File: config.mk
export PLATFORM = sky130hd
export DESIGN_NAME = fifo_pop_scheduler
export DESIGN_NICKNAME = d
export VERILOG_FILES = /design/src/rtl/fifo_sched_pkg.sv /design/src/rtl/pop_delay_line.sv /design/src/rtl/fifo_pop_scheduler.sv
export SDC_FILE = /design/constraint.sdc
export NUM_CORES = 1
export LEC_CHECK = 0
export CAP_MARGIN = 40
export CORE_MARGIN = 2
export CORE_UTILIZATION = 45
export DETAILED_ROUTE_END_ITERATION = 6
export PLACE_DENSITY = 0.78
export SLEW_MARGIN = 20
export SYNTH_ARGS = -nofsm -noshare
export SYNTH_HDL_FRONTEND = slang
export SYNTH_SLANG_ARGS = --single-unit
File: constraint.sdc
create_clock -name clk -period 7.6 [get_ports clk]
set_clock_uncertainty 0.2 [all_clocks]
set_input_delay 0.76 -clock clk [delete_from_list [all_inputs] [get_ports clk]]
set_output_delay 0.76 -clock clk [all_outputs]
set_load 0.1 [all_outputs]
File: src/rtl/fifo_sched_pkg.sv
// Shared definitions for the FIFO pop scheduler: state encoding and lane indices.
package fifo_sched_pkg;

  typedef enum logic [1:0] {
    StIdle  = 2'd0,
    StRun   = 2'd1,
    StFlush = 2'd2
  } sched_state_e;

  // Bit positions of each lane in c_req / c_valid and the internal pop vector.
  localparam int unsigned LANE0 = 0;
  localparam int unsigned LANE1 = 1;

endpackage

File: src/rtl/pop_delay_line.sv
// Delays the per-lane non-flush pop strobes by the FIFO read latency so that
// c_valid lines up with data appearing on DataOut1/DataOut2.
module pop_delay_line #(
  parameter int unsigned Depth = 1
) (
  input  logic       clk,
  input  logic       rst,
  input  logic [1:0] din,
  output logic [1:0] dout
);

  logic [1:0] stage_q [Depth];

  // Shift the pop strobes one stage per cycle; reset empties the whole line.
  always_ff @(posedge clk or negedge rst) begin
    if (!rst) begin
      for (int i = 0; i < Depth; i++) begin
        stage_q[i] <= 2'b00;
      end
    end else begin
      stage_q[0] <= din;
      for (int i = 1; i < Depth; i++) begin
        stage_q[i] <= stage_q[i-1];
      end
    end
  end

  assign dout = stage_q[Depth-1];

endmodule

File: src/rtl/fifo_pop_scheduler.sv
// Sequences a dual-output FIFO feeding two MAC lanes: gates producer pushes on
// tracked occupancy, arbitrates lane pops, runs flushes and cross-checks the
// FIFO Empty/Full flags against its own count.
module fifo_pop_scheduler
  import fifo_sched_pkg::*;
#(
  parameter int unsigned BufferWidth = 2,
  parameter int unsigned BufferSize  = 4,
  parameter int unsigned ReadLatency = 1
) (
  input  logic                 clk,
  input  logic                 rst,
  input  logic                 en,
  input  logic                 flush,
  input  logic                 p_valid,
  output logic                 p_ready,
  output logic                 Push,
  input  logic [1:0]           c_req,
  output logic                 Pop1,
  output logic                 Pop2,
  output logic [1:0]           c_valid,
  input  logic                 Empty,
  input  logic                 Full,
  output logic [BufferWidth:0] count,
  output logic                 Round,
  output logic                 flush_done,
  output logic                 mismatch
);

  localparam int unsigned CountW = BufferWidth + 1;
  localparam logic [CountW-1:0] SizeC = CountW'(BufferSize);
  localparam logic [CountW-1:0] One   = CountW'(1);
  localparam logic [CountW-1:0] Two   = CountW'(2);

  sched_state_e      state_q, state_d;
  logic [CountW-1:0] count_q, count_d;
  logic              round_q, round_d;
  logic              flush_done_q, flush_done_d;
  logic              mismatch_q, mismatch_d;
  logic              push;
  logic              ready;
  logic [1:0]        pop;
  logic [1:0]        lane_pop;

  // Push gating and pop arbitration, driven from the pre-update count.
  always_comb begin
    ready   = 1'b0;
    push    = 1'b0;
    pop     = 2'b00;
    round_d = round_q;
    unique case (state_q)
      StRun: begin
        ready = (count_q < SizeC);
        push  = p_valid & ready;
        if (count_q != '0) begin
          unique case (c_req)
            2'b11: begin
              if (count_q >= Two) begin
                pop = 2'b11;
              end else begin
                // Single entry: the priority lane wins, the loser gets priority next.
                pop[round_q] = 1'b1;
                round_d      = ~round_q;
              end
            end
            2'b01:   pop[LANE0] = 1'b1;
            2'b10:   pop[LANE1] = 1'b1;
            default: pop = 2'b00;
          endcase
        end
      end
      StFlush: begin
        pop[LANE0] = (count_q >= One);
        pop[LANE1] = (count_q >= Two);
      end
      default: begin
        pop = 2'b00;
      end
    endcase
  end

  assign count_d = count_q + CountW'(push) - CountW'(pop[LANE0]) - CountW'(pop[LANE1]);

  // Next-state selection; flush wins over enable, a flush ends once the count drains.
  always_comb begin
    state_d      = state_q;
    flush_done_d = 1'b0;
    unique case (state_q)
      StIdle: begin
        if (flush) begin
          state_d = StFlush;
        end else if (en) begin
          state_d = StRun;
        end
      end
      StRun: begin
        if (flush) begin
          state_d = StFlush;
        end else if (!en) begin
          state_d = StIdle;
        end
      end
      StFlush: begin
        if (count_d == '0) begin
          state_d      = StIdle;
          flush_done_d = 1'b1;
        end
      end
      default: begin
        state_d = StIdle;
      end
    endcase
  end

  // Flag consistency is sticky until reset.
  always_comb begin
    mismatch_d = mismatch_q | ((count_q == '0) != Empty) | ((count_q == SizeC) != Full);
  end

  // State, occupancy, priority and status registers.
  always_ff @(posedge clk or negedge rst) begin
    if (!rst) begin
      state_q      <= StIdle;
      count_q      <= '0;
      round_q      <= 1'b0;
      flush_done_q <= 1'b0;
      mismatch_q   <= 1'b0;
    end else begin
      state_q      <= state_d;
      count_q      <= count_d;
      round_q      <= round_d;
      flush_done_q <= flush_done_d;
      mismatch_q   <= mismatch_d;
    end
  end

  // Flush pops drain the FIFO without presenting data to the lanes.
  assign lane_pop = (state_q == StRun) ? pop : 2'b00;

  pop_delay_line #(
    .Depth(ReadLatency)
  ) u_pop_delay_line (
    .clk (clk),
    .rst (rst),
    .din (lane_pop),
    .dout(c_valid)
  );

  assign p_ready    = ready;
  assign Push       = push;
  assign Pop1       = pop[LANE0];
  assign Pop2       = pop[LANE1];
  assign count      = count_q;
  assign Round      = round_q;
  assign flush_done = flush_done_q;
  assign mismatch   = mismatch_q;

endmodule

==> results_dict.tcl <==
set metrics [dict create \
    status "finished clean" \
    drt-initial-drc-count 9 \
    grt_pass1_wl_microns 2760 \
    overflow 0 \
    cp-end-kind "flip-flop" \
    path_buf_inv 3 \
    design.die.area_sq_um 1760 \
    synth_area_leaders "dfrtp_1 (39%), ha_1 (12%), nand2_1 (5.8%)" \
    chipWidth_microns 41.9 \
    tightestPinTransition_ns 0.479 \
    cp_max_fo 4 \
    crit_path_top_delay_cell "fa_1" \
    cts-root-buf "clkbuf_4" \
    hold_buffers 0 \
    die_y_microns 41.9 \
    synthTopCellsByCount "dfrtp_1 (10), nand2_1 (10), inv_1 (8), ha_1 (6)" \
    cts_buffers 3 \
    viasPerCell 5.07 \
    rsz0062_at_grt "false" \
    crit_chain "clkdlybuf4s50_1 > inv_1 > o31a_1 > o211ai_1 > a21boi_1 > fa_1 > inv_1 > ha_1 > ha_1 > xor3_1 > o31a_1 > nor4_2 > a211o_1" \
    ys_async_sr_fraction_pct 100 \
    cpPeakStageDelay_ns 0.52 \
    finalHoldViolCount 0 \
    slew_viol_final 0 \
    setup_viol 0 \
    synth_top_cell_area_share_pct 38.7 \
    syn_nets 83 \
    maxCapViolations 0 \
    fin_tns_setup_ns 0 \
    clock-sinks 10 \
    ys_seq_elements 10 \
    core-area_sq_um 1320 \
    syn_avg_cell_area_sq_um 9.65 \
    postCtsSetupRepairBufs 0 \
    period_share_pct 48.2 \
    vias 593 \
    cp.required_ns 7.61 \
    yosysTopAreaCell "dfrtp_1" \
    antenna_found_initial 0 \
    io-pin-count 21 \
    first_global_vias 651 \
    finalWirelength_microns 1580 \
    cts_tree "done" \
    io_buffers 20 \
    cts_max_level 1 \
    clkLatencyLatePin_ns 0.27 \
    wl_per_cell_microns 13.5 \
    synth_edf_count 0 \
    maxSlewHeadroom_pct 68.0 \
    grt_max_degree 11 \
    gr-usage-all-layers_pct 20.9 \
    crit_arrival_ns 3.68 \
    path_class "primary input to flip-flop" \
    hold_path_class "flip-flop to flip-flop" \
    antennaDiodeCount 0 \
    synth_cell_types 29 \
    syn_inst 67 \
    clk_transition_reported_paths_ns 0.07 \
    drt.antenna.violating_nets 0 \
    syn_area_sq_um 647 \
    place.gp.congestion 0.745 \
    fmax_ghz 0.273 \
    fin_crit_ns 3.66 \
    hpwl_microns 1210 \
    drive_gt1_share_pct 17.6 \
    floorplan.initialDensity_pct 49.1 \
    cp-start-kind "primary input" \
    firstDrtPassIters 4 \
    seq_area_frac_synth_pct 38.7 \
    rows 13 \
    final_nets 119 \
    drc 0 \
    crit_family "compound AO/OA/AOI/OAI gates" \
    cts_resized 0 \
    area_delta_synth_final_pct 66.7 \
    yosys_warnings 0 \
    synth-main-ff-cell "dfrtp_1" \
    clk_path_buf_depth 2 \
]
logic make-up (layout without fill, tap and decap cells):
family | Yosys count | in the layout | share of synthesized area, %
AND/OR/NAND/NOR | 24 | 24 | 19.9
flip-flops | 10 | 10 | 38.7
adder cells (fa/ha/maj) | 7 | 7 | 14.7
buffers and inverters | 9 | 44 | 5.22
XOR/XNOR | 2 | 2 | 5.03
AO/OA/AOI/OAI | 15 | 15 | 16.4
registers in the layout, indices dropped and copies added, names as in the netlist:
signal / count
Round: 1
u_pop_delay_line.dout: 2
state_q: 2
count: 3
mismatch: 1
flush_done: 1
layout make-up:
class	count	area (sq um)
Clock buffer	4	36.3
Fill cell	67	239
Inverter	8	30.0
Multi-Input combinational cell	48	363
Sequential cell	10	250
Tap cell	15	18.8
Timing Repair Buffer	32	380
per-layer routing:
| layer | global-route usage [%] | routed length [microns] |
|---|---|---|
| met1 | 24.0 | 718 |
| met2 | 36.6 | 783 |
| met3 | 3.48 | 62 |
| met4 | 11.0 | 20 |
| met5 | 0 | 0 |
layout by cell type, fill, tap and decap left out, drive strengths merged, types with 3 or more instances in the layout:
cell / instances
clkdlybuf4s50: 20
buf: 12
dfrtp: 10
nand2: 10
inv: 8
ha: 6
clkbuf: 4
a21oi: 3
nor3: 3
path summary, 6_finish.rpt:
kind                       cells after the start                                  to                   start  slack, ns
setup / recovery                              13              state_q[0]$_DFFE_PN0P_                c_req[0]       3.94
hold / removal                                 1                  mismatch$_DFF_PN0_      mismatch$_DFF_PN0_       0.30
setup reg to reg                              14              state_q[0]$_DFFE_PN0P_  state_q[1]$_DFFE_PN0P_       4.15
hold reg to reg                                1                  mismatch$_DFF_PN0_      mismatch$_DFF_PN0_       0.30
max in group asynchronous                      1                flush_done$_DFF_PN0_                     rst       6.26
min in group asynchronous                      1  u_pop_delay_line.dout[1]$_DFF_PN0_                     rst       0.61
per-stage QoR:
step | std cells | setup slack, ns | instance area, sq um | hold slack (ns) | utilization [%]
6_report | 117 | 3.94 | 1080 | 0.296 | 81.9
5_1_grt | 117 | 3.71 | 1080 | 0.323 | 81.9
4_1_cts | 117 | 3.94 | 1080 | 0.302 | 81.9
3_5_place_dp | 113 | 3.68 | 1040 | 0.287 | 79.1
3_3_place_gp | 101 | 3.67 | 862 | 0.271 | 65.4
2_1_floorplan | 67 | 2.32 | 647 | 0.264 | -
Power is not shown: default switching activity piles up to over one toggle a cycle in this logic, so the estimate is an artifact.
